## src/rtl/rvparity_fifo.sv

```systemverilog
// Small first-word-fall-through FIFO that stores 16-bit data with an even-parity bit
// generated at write time, with optional per-entry parity inversion for error injection.
module rvparity_fifo #(
  parameter  int DEPTH = 4,
  localparam int CNT_W = $clog2(DEPTH + 1)
) (
  input  logic             clk,
  input  logic             rst,
  input  logic             flush,
  input  logic             wr_valid,
  output logic             wr_ready,
  input  logic [15:0]      wr_data,
  input  logic             inj_err,
  output logic             rd_valid,
  input  logic             rd_ready,
  output logic [15:0]      rd_data,
  output logic             rd_parity,
  output logic [CNT_W-1:0] count,
  output logic             overflow
);

  localparam int PTR_W = (DEPTH > 1) ? $clog2(DEPTH) : 1;

  typedef struct packed {
    logic        par;
    logic [15:0] data;
  } entry_t;

  entry_t           mem [DEPTH];
  logic [PTR_W-1:0] wr_ptr, rd_ptr;
  logic             push, pop;

  assign wr_ready = (count != CNT_W'(DEPTH));
  assign rd_valid = (count != '0);
  assign push     = wr_valid & wr_ready;
  assign pop      = rd_valid & rd_ready;

  // Outputs are gated so stale (unreset) storage never shows while empty.
  assign rd_data   = rd_valid ? mem[rd_ptr].data : 16'h0;
  assign rd_parity = rd_valid ? mem[rd_ptr].par  : 1'b0;

  always_ff @(posedge clk or posedge rst) begin
    if (rst) begin
      wr_ptr   <= '0;
      rd_ptr   <= '0;
      count    <= '0;
      overflow <= 1'b0;
    end else if (flush) begin
      wr_ptr   <= '0;
      rd_ptr   <= '0;
      count    <= '0;
      overflow <= 1'b0;
    end else begin
      if (push) wr_ptr <= wr_ptr + 1'b1;
      if (pop)  rd_ptr <= rd_ptr + 1'b1;
      if (push && !pop)      count <= count + 1'b1;
      else if (pop && !push) count <= count - 1'b1;
      if (wr_valid && !wr_ready) overflow <= 1'b1;
    end
  end

  // Storage carries no reset; flush drops the same-cycle write.
  always_ff @(posedge clk) begin
    if (push && !flush) mem[wr_ptr] <= '{par: (^wr_data) ^ inj_err, data: wr_data};
  end

endmodule
```

## config.mk

```make
export PLATFORM = sky130hd
export DESIGN_NAME = rvparity_fifo
export DESIGN_NICKNAME = d
export VERILOG_FILES = /design/src/rtl/rvparity_fifo.sv
export SDC_FILE = /design/constraint.sdc
export NUM_CORES = 1
export LEC_CHECK = 0
export ABC_AREA = 1
export BUFFER_PORTS_ARGS = -buffer_cell sky130_fd_sc_hd__buf_4
export CORE_ASPECT_RATIO = 0.5
export CORE_MARGIN = 2
export CORE_UTILIZATION = 55
export DETAILED_ROUTE_END_ITERATION = 6
export PLACE_DENSITY = 0.76
export SYNTH_ARGS = -nofsm -noshare
export SYNTH_HDL_FRONTEND = slang
export SYNTH_SLANG_ARGS = --single-unit
```

## constraint.sdc

```tcl
create_clock -name clk -period 4.9 [get_ports clk]
set_input_delay 0.49 -clock clk [delete_from_list [all_inputs] [get_ports clk]]
set_output_delay 0.49 -clock clk [all_outputs]
set_load 0.03 [all_outputs]
```

==> impl_metrics.env, run 1 <==
export IMPL_drt_total_wl_um=7504
export IMPL_clkPwrFrac_pct=25.6
export IMPL_path_class="reg -> out"
export IMPL_nets=448
export IMPL_synth_top_family_by_area="simple AND/OR/NAND/NOR gates"
export IMPL_cp_max_fo=36
export IMPL_peakVddDrop_v=0.0002877
export IMPL_seqCellArea_um2=2242
export IMPL_layout_drive_gt1_share_pct=16.20
export IMPL_path_clk_slew_ns=0.05
export IMPL_multi_input_area_um2=1134
export IMPL_clock_sinks=76
export IMPL_synth_xor_area_share_pct=0.4935
export IMPL_ios=45
export IMPL_sw_frac_of_total_pct=38.16
export IMPL_hold_violations=0
export IMPL_antenna_found_initial=0
export IMPL_vias=2688
export IMPL_die_area_um2=7151
export IMPL_r2r_cells=9
export IMPL_grt_start_max_net_pins=37
export IMPL_switching_power_w=0.0008488
export IMPL_fillers=453
export IMPL_place_area_um2=3970
export IMPL_avgRoutedWirePerCell_um=14.60
export IMPL_cts_hold_buf=0
export IMPL_crit_chain="buf_4 -> inv_1 -> o21ai_0 -> a21oi_1 -> buf_4"
export IMPL_arrival_ns=2.33
export IMPL_syn_to_final_growth_pct=19.14
export IMPL_dpl_hpwl_um=4774
export IMPL_ys_types=22
export IMPL_grt_pass1_vias=2482
export IMPL_pwr_share_comb_pct=38.3
export IMPL_core_region_area_um2=6156
export IMPL_skew_ns=0.003570
export IMPL_drt_iter0_markers=249
export IMPL_die_y_um=60.81
export IMPL_setup_tns_ns=0
export IMPL_status="finished clean"
export IMPL_rsz0062_at_grt="false"
export IMPL_max_stage_delay_ns=0.74
export IMPL_cts_buffer_depth=2
export IMPL_start_kind="flop"
export IMPL_drv_cap=0
export IMPL_ys_seq_area_share_pct=63.17
export IMPL_fin_area_um2=4229
export IMPL_p_leak_nw=1.797
export IMPL_cts_resized=0
export IMPL_post_cts_buffers=0
export IMPL_fin_crit_sh_pct=57.59
export IMPL_dr_pass1_iters=4
export IMPL_setup_violations=0
export IMPL_hold_path_class="in -> async"
export IMPL_post_route_min_period_ns=2.822
export IMPL_insertion_delay_ns=0.34
export IMPL_drv_slew=0
export IMPL_gp_congestion=0.8130
export IMPL_htree_levels=3
export IMPL_io_buffers=44
export IMPL_cellPowerDensity_nw_per_um2=525.9
export IMPL_fp_dieW_um=117.6
export IMPL_ys_warn_count=0
export IMPL_grt_usage_pct=22.97
export IMPL_antenna_cells=0
export IMPL_end_kind="primary output"
export IMPL_worst_pin_slew_ns=0.9547
export IMPL_crit_slowest_cell="inv_1"
export IMPL_cts_tree="done"
export IMPL_slew_limit_headroom_pct=36.28
export IMPL_placementRows=20
export IMPL_yosys_area_share_simple_pct=21.08
export IMPL_ys_ff_latch=76
export IMPL_cp_common_cell="buf_4"
export IMPL_cts_made_buffers=9
export IMPL_required_ns=4.41
export IMPL_synth_compound_area_share_pct=8.248
export IMPL_grt_remaining_overflow=0
export IMPL_cts_root_buf="clkbuf_16"
export IMPL_synth_cells=374
export IMPL_synth_mux_area_share_pct=0
export IMPL_seq_power_share_pct=36.1
export IMPL_synth_nets=401
export IMPL_drc=0
export IMPL_grt_pass1_wl_um=11890
export IMPL_syn_area_um2=3550
export IMPL_p_int_w=0.001375
export IMPL_syn_avg_cell_area_um2=9.491
export IMPL_synth_adder_area_share_pct=1.974
export IMPL_initial_utilization_pct=57.66
export IMPL_viasPerCell=5.230
export IMPL_ant_nets=0
export IMPL_fmax_ghz=0.3544
[cell type report]
class | count | share of cell area [%]
sequential | 76 | 53.02
inverter | 35 | 3.107
tap | 88 | 2.604
multi-input combinational | 252 | 26.80
timing repair buffer | 47 | 8.343
clock inverter | 7 | 0.7988
clock buffer | 9 | 5.325
[per-layer routing]
metal  track usage, %  share of wire, %  vias up  wire length (µm)
met2            39.04                49       95              3695
met5                0                 0        -                 0
met3            9.774               7.7       12               579
met4            8.434               1.7        0               125
met1            27.20                41     1259              3103
li1                 -                 -     1322                 -
[flip-flops by register name (all words and copies together), names as in the netlist]
register / cells
mem: 68
count: 3
rd_ptr: 2
wr_ptr: 2
overflow: 1
[worst max-delay path: cells and delay by family, from the launching register on]
kind                   cells  cell delay, ns
DFF                        1            0.36
buffers and inverters      3            1.18
AOI/OAI and AO/OA          2            0.43
[kinds of logic after synthesis]
logic type	Yosys count
flops	76
simple gates	187
fa+ha+maj	5
xor+xnor	2
buf+inv	46
compound gates	58
[per-stage QoR]
stage / instances / total power, W / hold WS [ns] / util (%) / setup slack, ns
final: 514 / 0.002224 / 0.1078 / 68.70 / 2.078
after global routing: 514 / 0.002353 / 0.1287 / 68.70 / 1.919
after CTS: 514 / 0.002240 / 0.1074 / 68.70 / 2.071
after detailed placement: 498 / 0.001661 / 0.4718 / 64.49 / 2.493
after global placement: 498 / 0.001636 / 0.4587 / 64.49 / 2.570
after floorplan: 374 / 0.001375 / 0.3057 / - / 2.251
[power groups by stage]
stage	Combinational (W)	Clock, W	Sequential (W)
global route	0.000932	0.000614	0.000808
floorplan	0.000550	0	0.000824
finish	0.000851	0.000570	0.000802
detailed placement	0.000845	0	0.000816
CTS	0.000854	0.000583	0.000803
global placement	0.000824	0	0.000812
[final timing paths]
kind,start,end,slack (ns)
max reg2reg,count[2],count[2],2.48
min,rst,rd_ptr[0],0.11
min in group clk,flush,overflow,0.34
max in group asynchronous,rst,rd_ptr[1],4.55
max,rd_ptr[0],rd_data[6],2.08
min reg2reg,overflow,overflow,0.51
[synthesized netlist by cell type]
cell / instances / share of area, %
nand3b_1: 2 / 0.42
nand4_1: 1 / 0.18
xnor2_1: 2 / 0.49
clkbuf_1: 5 / 0.53
buf_1: 1 / 0.11
nand3_1: 11 / 1.6
o21ai_1: 5 / 0.70
o21ai_0: 32 / 4.5
edfxtp_1: 68 / 58
fa_1: 1 / 0.56
ha_1: 4 / 1.4
nor2_1: 77 / 8.1
inv_1: 33 / 3.5
nor3_4: 1 / 0.46
dfrtp_1: 8 / 5.6
inv_2: 2 / 0.21
o21bai_1: 1 / 0.21
nand2_1: 91 / 9.6
a21oi_1: 20 / 2.8
nor2_2: 3 / 0.53
nand2_2: 1 / 0.18
buf_2: 5 / 0.70
[cell usage in the layout, fill, tap and decap left out, types with 3 or more instances in the layout]
cell type	netlist	routed
a21oi_1	20	20
buf_4	0	47
clkbuf_16	0	9
clkinv_1	0	3
clkinv_2	0	3
dfrtp_1	8	8
edfxtp_1	68	68
ha_1	4	4
inv_1	33	33
nand2_1	91	91
nand3_1	11	11
nor2_1	77	75
nor2_2	3	5
o21ai_0	32	32
o21ai_1	5	5
Power figures use the tool's default switching activity.
==> run 2: changes to the inputs <==
- clock period: 4.9 -> 2.7 ns (I/O delays scaled with it)
==> run 2 against run 1 <==
Setup slack worse by 1.5 ns. Cell area increased by 2.6%. Sequential share of layout area down 1.3 points. Clock power increased by 120%. Core utilization increased by 1.8 points. Via count is 0.15% higher. Register-to-register slack got worse by 1.8 ns. Non-clock buffer count up 7. First-iteration DRC count is 7.2% lower. Count of clock-buffer cells in the layout unchanged. Critical path type unchanged.
==> impl_metrics.env, run 2 (synthesis gave the netlist of run 1 again) <==
export IMPL_cts_root_buf="clkbuf_16"
export IMPL_path_class="reg -> out"
export IMPL_antenna_found_initial=0
export IMPL_dp_slack_ns=0.7137
export IMPL_grt_use_met3_pct=7.707
export IMPL_nets=455
export IMPL_grt_remaining_overflow=0
export IMPL_io_buffers=44
export IMPL_start_kind="flop"
export IMPL_setup_tns_ns=0
export IMPL_end_kind="primary output"
export IMPL_die_area_um2=7151
export IMPL_antenna_cells=0
export IMPL_drv_cap=0
export IMPL_final_setup_worst_slack_ns=0.5880
export IMPL_final_common_cell="nand2_1"
export IMPL_required_ns=2.43
export IMPL_use_met2_pct=38.37
export IMPL_vias=2692
export IMPL_viasPerCell=5.167
export IMPL_top_register="mem"
export IMPL_cp_max_fo=35
export IMPL_grt_busiest_layer="met2"
export IMPL_ant_nets=0
export IMPL_gp_congestion=0.8677
export IMPL_cts_buffer_depth=2
export IMPL_grt_usage_pct=23.15
export IMPL_fin_crit_sh_pct=78.22
export IMPL_pwr_share_comb_pct=37.8
export IMPL_fp_dieW_um=117.6
export IMPL_clock_sinks=76
export IMPL_most_common_layout_cells="nand2_1 (91), nor2_1 (77), edfxtp_1 (68)"
export IMPL_multi_input_area_um2=1129
export IMPL_cts_made_buffers=9
export IMPL_insertion_delay_ns=0.33
export IMPL_avgRoutedWirePerCell_um=14.78
export IMPL_arrival_ns=1.84
export IMPL_seq_power_share_pct=33.6
export IMPL_hold_path_class="in -> reg"
export IMPL_p_leak_nw=1.862
export IMPL_top_regs="mem (68), count (3)"
export IMPL_drc=0
export IMPL_drt_total_wl_um=7698
export IMPL_setup_violations=0
export IMPL_seqCellArea_um2=2242
export IMPL_dpl_hpwl_um=4917
export IMPL_skew_ns=0.004053
export IMPL_hold_violations=0
export IMPL_rsz0062_at_grt="false"
export IMPL_fmax_ghz=0.4735
export IMPL_die_y_um=60.81
export IMPL_grt_start_max_net_pins=36
export IMPL_status="finished clean"
export IMPL_cellPowerDensity_nw_per_um2=991.1
export IMPL_layout_drive_gt1_share_pct=16.86
export IMPL_htree_levels=3
export IMPL_cts_hold_buf=1
export IMPL_largest_reg_flops=68
export IMPL_initial_utilization_pct=57.66
export IMPL_grt_pass1_vias=2584
export IMPL_ios=45
export IMPL_path_clk_slew_ns=0.06
export IMPL_core_region_area_um2=6156
export IMPL_met1_usage_pct=28.42
export IMPL_worst_pin_slew_ns=0.4667
export IMPL_p_int_w=0.002726
export IMPL_sw_frac_of_total_pct=36.60
export IMPL_drv_slew=0
export IMPL_grt_pass1_wl_um=12250
export IMPL_clkPwrFrac_pct=28.7
export IMPL_switching_power_w=0.001574
export IMPL_syn_to_final_growth_pct=22.24
export IMPL_post_cts_buffers=0
export IMPL_slew_limit_headroom_pct=68.85
export IMPL_cts_tree="done"
export IMPL_fillers=467
export IMPL_peakVddDrop_v=0.0005872
export IMPL_cts_resized=0
export IMPL_post_route_min_period_ns=2.112
export IMPL_placementRows=20
export IMPL_dr_pass1_iters=4
export IMPL_drt_iter0_markers=231
[run 2: cell types whose count changed in the layout (fill, tap and decap cells not counted)]
cell	previous run	this run
buf_12	0	1
buf_4	47	52
bufinv_16	0	2
clkinv_2	3	2
clkinvlp_4	1	0
dlygate4sd3_1	0	1
nor2_1	75	77
nor2_2	5	3
[run 2: area by class of cell]
type,instances,area share [%]
clock buffers,9,5.190
well taps,88,2.537
flip-flops and latches,76,51.67
clock inverters,7,1.874
repair buffers,54,9.689
multi-input cells,252,26.01
inverters,35,3.028
[run 2: metal layers]
metal / routed length (µm) / vias up
li1: - / 1339
met1: 3360 / 1240
met2: 3642 / 101
met3: 575 / 12
met4: 120 / 0
met5: 0 / -
[run 2: worst paths after layout]
kind	startpoint	endpoint	slack (ns)	depth (start not counted)
min	flush	overflow	0.12	2
max in group asynchronous	rst	wr_ptr[1]	1.99	3
min in group asynchronous	rst	overflow	0.46	3
max	rd_ptr[0]	rd_parity	0.59	6
max reg2reg	count[0]	count[2]	0.66	10
min reg2reg	overflow	overflow	0.51	2
[run 2: metrics by stage]
step	hold WS (ns)	std cells	power [W]	util [%]	area, µm²
floorplan	0.08566	374	0.002495	-	3550
detailed placement	0.2565	504	0.003076	65.35	4023
CTS	0.1086	521	0.004322	70.49	4339
global placement	0.2483	504	0.003023	65.35	4023
global route	0.1184	521	0.004511	70.49	4339
finish	0.1222	521	0.004301	70.49	4339
[run 2: critical path: stages (launching register included)]
cell and delay [ns]:
dfrtp_1 0.35, buf_4 0.34, nor2_1 0.09, nor2_1 0.11, o21ai_0 0.12, a21oi_1 0.26
buf_4 0.20
[run 2: power by group through the flow]
stage,Combinational (W),Clock (W),Sequential [W]
finish,0.00162,0.00123,0.00144
global route,0.00175,0.00131,0.00145
CTS,0.00162,0.00126,0.00144
detailed placement,0.00161,0,0.00147
global placement,0.00156,0,0.00146
floorplan,0.000998,0,0.00150
==> run 3: changes to the inputs <==
- clock period: 2.7 -> 2.1 ns (I/O delays scaled with it)
==> run 3 against run 2 <==
Sequential power increased by 30%. Sequential cell count unchanged. Clock skew about the same. Final cell count increased by 0.19%. Wire length decreased by 0.31%. First-iteration DRC count decreased by 15%. Count of clock-buffer cells in the layout unchanged. Die area unchanged.
==> impl_metrics.env, run 3 (synthesis gave the netlist of run 1 again) <==
export IMPL_status="finished clean"
export IMPL_max_stage_delay_ns=0.43
export IMPL_ant_nets=0
export IMPL_timing_rr_start="count[0]"
export IMPL_grt_usage_pct=23.26
export IMPL_required_ns=2.32
export IMPL_wl_met2_um=3677
export IMPL_vias=2708
export IMPL_syn_to_final_growth_pct=24.50
export IMPL_end_kind="flop"
export IMPL_cts_buffer_depth=2
export IMPL_power_total_w=0.005499
export IMPL_rr_endpoint="count[2]"
export IMPL_crit_slowest_cell="dfrtp_2"
export IMPL_post_route_min_period_ns=1.982
export IMPL_ios=45
export IMPL_path_clk_slew_ns=0.06
export IMPL_fp_dieW_um=117.6
export IMPL_place_area_um2=4105
export IMPL_dpl_hpwl_um=5043
export IMPL_cellPowerDensity_nw_per_um2=1244
export IMPL_top_layer="met4"
export IMPL_path_class="reg -> reg"
export IMPL_clock_sinks=76
export IMPL_fin_area_um2=4419
export IMPL_drt_iter0_markers=197
export IMPL_initial_utilization_pct=57.66
export IMPL_rsz0062_at_grt="false"
export IMPL_dr_pass1_iters=4
export IMPL_cts_root_buf="clkbuf_16"
export IMPL_slew_limit_headroom_pct=75.29
export IMPL_insertion_delay_ns=0.32
export IMPL_reg2reg_slack_ns=0.12
export IMPL_wl_met3_um=507
export IMPL_io_buffers=44
export IMPL_arrival_ns=2.20
export IMPL_skew_ns=0.004340
export IMPL_start_kind="flop"
export IMPL_cts_tree="done"
export IMPL_grt_start_max_net_pins=20
export IMPL_core_region_area_um2=6156
export IMPL_peakVddDrop_v=0.0004332
export IMPL_setup_violations=0
export IMPL_layout_drive_gt1_share_pct=19.59
export IMPL_route_layer_met1_wl_um=3392
export IMPL_startpoint="count[0]"
export IMPL_setup_tns_ns=0
export IMPL_placementRows=20
export IMPL_cp_top_family="simple AND/OR/NAND/NOR gates"
export IMPL_viasPerCell=5.188
export IMPL_min_delay_path_depth=2
export IMPL_path_depth=10
export IMPL_fin_crit_sh_pct=94.36
export IMPL_grt_remaining_overflow=0
export IMPL_top_regs="mem (68), count (3)"
export IMPL_grt_pass1_vias=2603
export IMPL_die_area_um2=7151
export IMPL_r2r_cells=10
export IMPL_final_cells=522
export IMPL_post_route_util_pct=71.79
export IMPL_crit_chain="inv_1 -> nand3_2 -> nand2_2 -> nor2_2 -> fa_1 -> xnor2_1 -> o21bai_1 -> nand2_1 -> nor2_1 -> nor2_1"
export IMPL_cp_max_fo=6
export IMPL_drv_slew=0
export IMPL_htree_levels=3
export IMPL_fmax_ghz=0.5046
export IMPL_nets=456
export IMPL_most_common_layout_cells="nand2_1 (90), nor2_1 (73), edfxtp_1 (68)"
export IMPL_drc=0
export IMPL_avgRoutedWirePerCell_um=14.70
export IMPL_cts_made_buffers=9
export IMPL_cp_common_cell="nor2_1"
export IMPL_grt_pass1_wl_um=12410
export IMPL_hold_violations=0
export IMPL_place_inst=505
export IMPL_largest_reg_flops=68
export IMPL_cp_endpoint="count[2]"
export IMPL_final_common_cell="nand2_1"
export IMPL_post_cts_buffers=0
export IMPL_hold_path_class="in -> reg"
export IMPL_top_register="mem"
export IMPL_drv_cap=0
export IMPL_crit_buf_inv=1
export IMPL_worst_pin_slew_ns=0.3701
export IMPL_antenna_cells=0
export IMPL_antenna_found_initial=0
export IMPL_drt_total_wl_um=7674
export IMPL_gp_congestion=0.7928
export IMPL_die_y_um=60.81
export IMPL_p_leak_nw=1.857
run 3: cell types whose count changed in the layout (fill, tap and decap cells not counted), moves of 3 or more:
cell / before / now
nor2_4: 0 / 4
dfrtp_1: 8 / 5
dfrtp_2: 0 / 3
buf_12: 1 / 4
nor2_1: 77 / 73
run 3: routing by layer:
metal | GRT usage (%) | vias to the layer above
met5 | 0 | -
met3 | 7.049 | 10
li1 | - | 1341
met2 | 39.62 | 84
met4 | 7.401 | 0
met1 | 29.72 | 1273
run 3: layout make-up:
| type | instances | area [µm²] |
|---|---|---|
| clock buffer | 9 | 225.2 |
| tap | 88 | 110.1 |
| inverter | 35 | 131.4 |
| multi-input combinational | 252 | 1166 |
| fill | 429 | 1737 |
| sequential | 76 | 2246 |
| clock inverter | 7 | 75.07 |
| timing repair buffer | 55 | 465.4 |
run 3: power breakdown:
group          switching (W)  leakage, nW  internal (W)  total, W
clock network       0.000588        0.140      0.000925   0.00151
registers          0.0000806        0.720       0.00179   0.00187
logic                0.00140        0.997      0.000722   0.00212
total                0.00207         1.86       0.00343   0.00550
run 3: worst min path at each step:
stage / startpoint / endpoint
global route: flush / overflow
global placement: rst / overflow
floorplan: rst / count[2]
detailed placement: rst / overflow
finish: flush / overflow
CTS: flush / overflow
run 3: stage by stage:
step | setup slack, ns | hold WS, ns
after floorplan | 0.003316 | 0.02552
after global placement | 0.2381 | 0.1813
after detailed placement | 0.1216 | 0.1977
after CTS | 0.09165 | 0.06432
after global routing | 0.003056 | 0.06978
final | 0.1184 | 0.07013
run 3: repair_timing:
item | 4_1_cts | 5_1_grt
hold buffers | 1 | 0
endpoints found under the hold margin | 8 | 0
setup endpoints to repair | 0 | 3
resized for setup | 0 | 2
run 3: worst reg2reg max path, delay by kind of cell (launching register included):
kind | cells | cell delay, ns
flip-flops | 1 | 0.43
XOR/XNOR | 1 | 0.21
AO/OA/AOI/OAI | 1 | 0.15
buffers and inverters | 1 | 0.16
adder cells (fa/ha/maj) | 1 | 0.38
AND/OR/NAND/NOR | 6 | 0.53
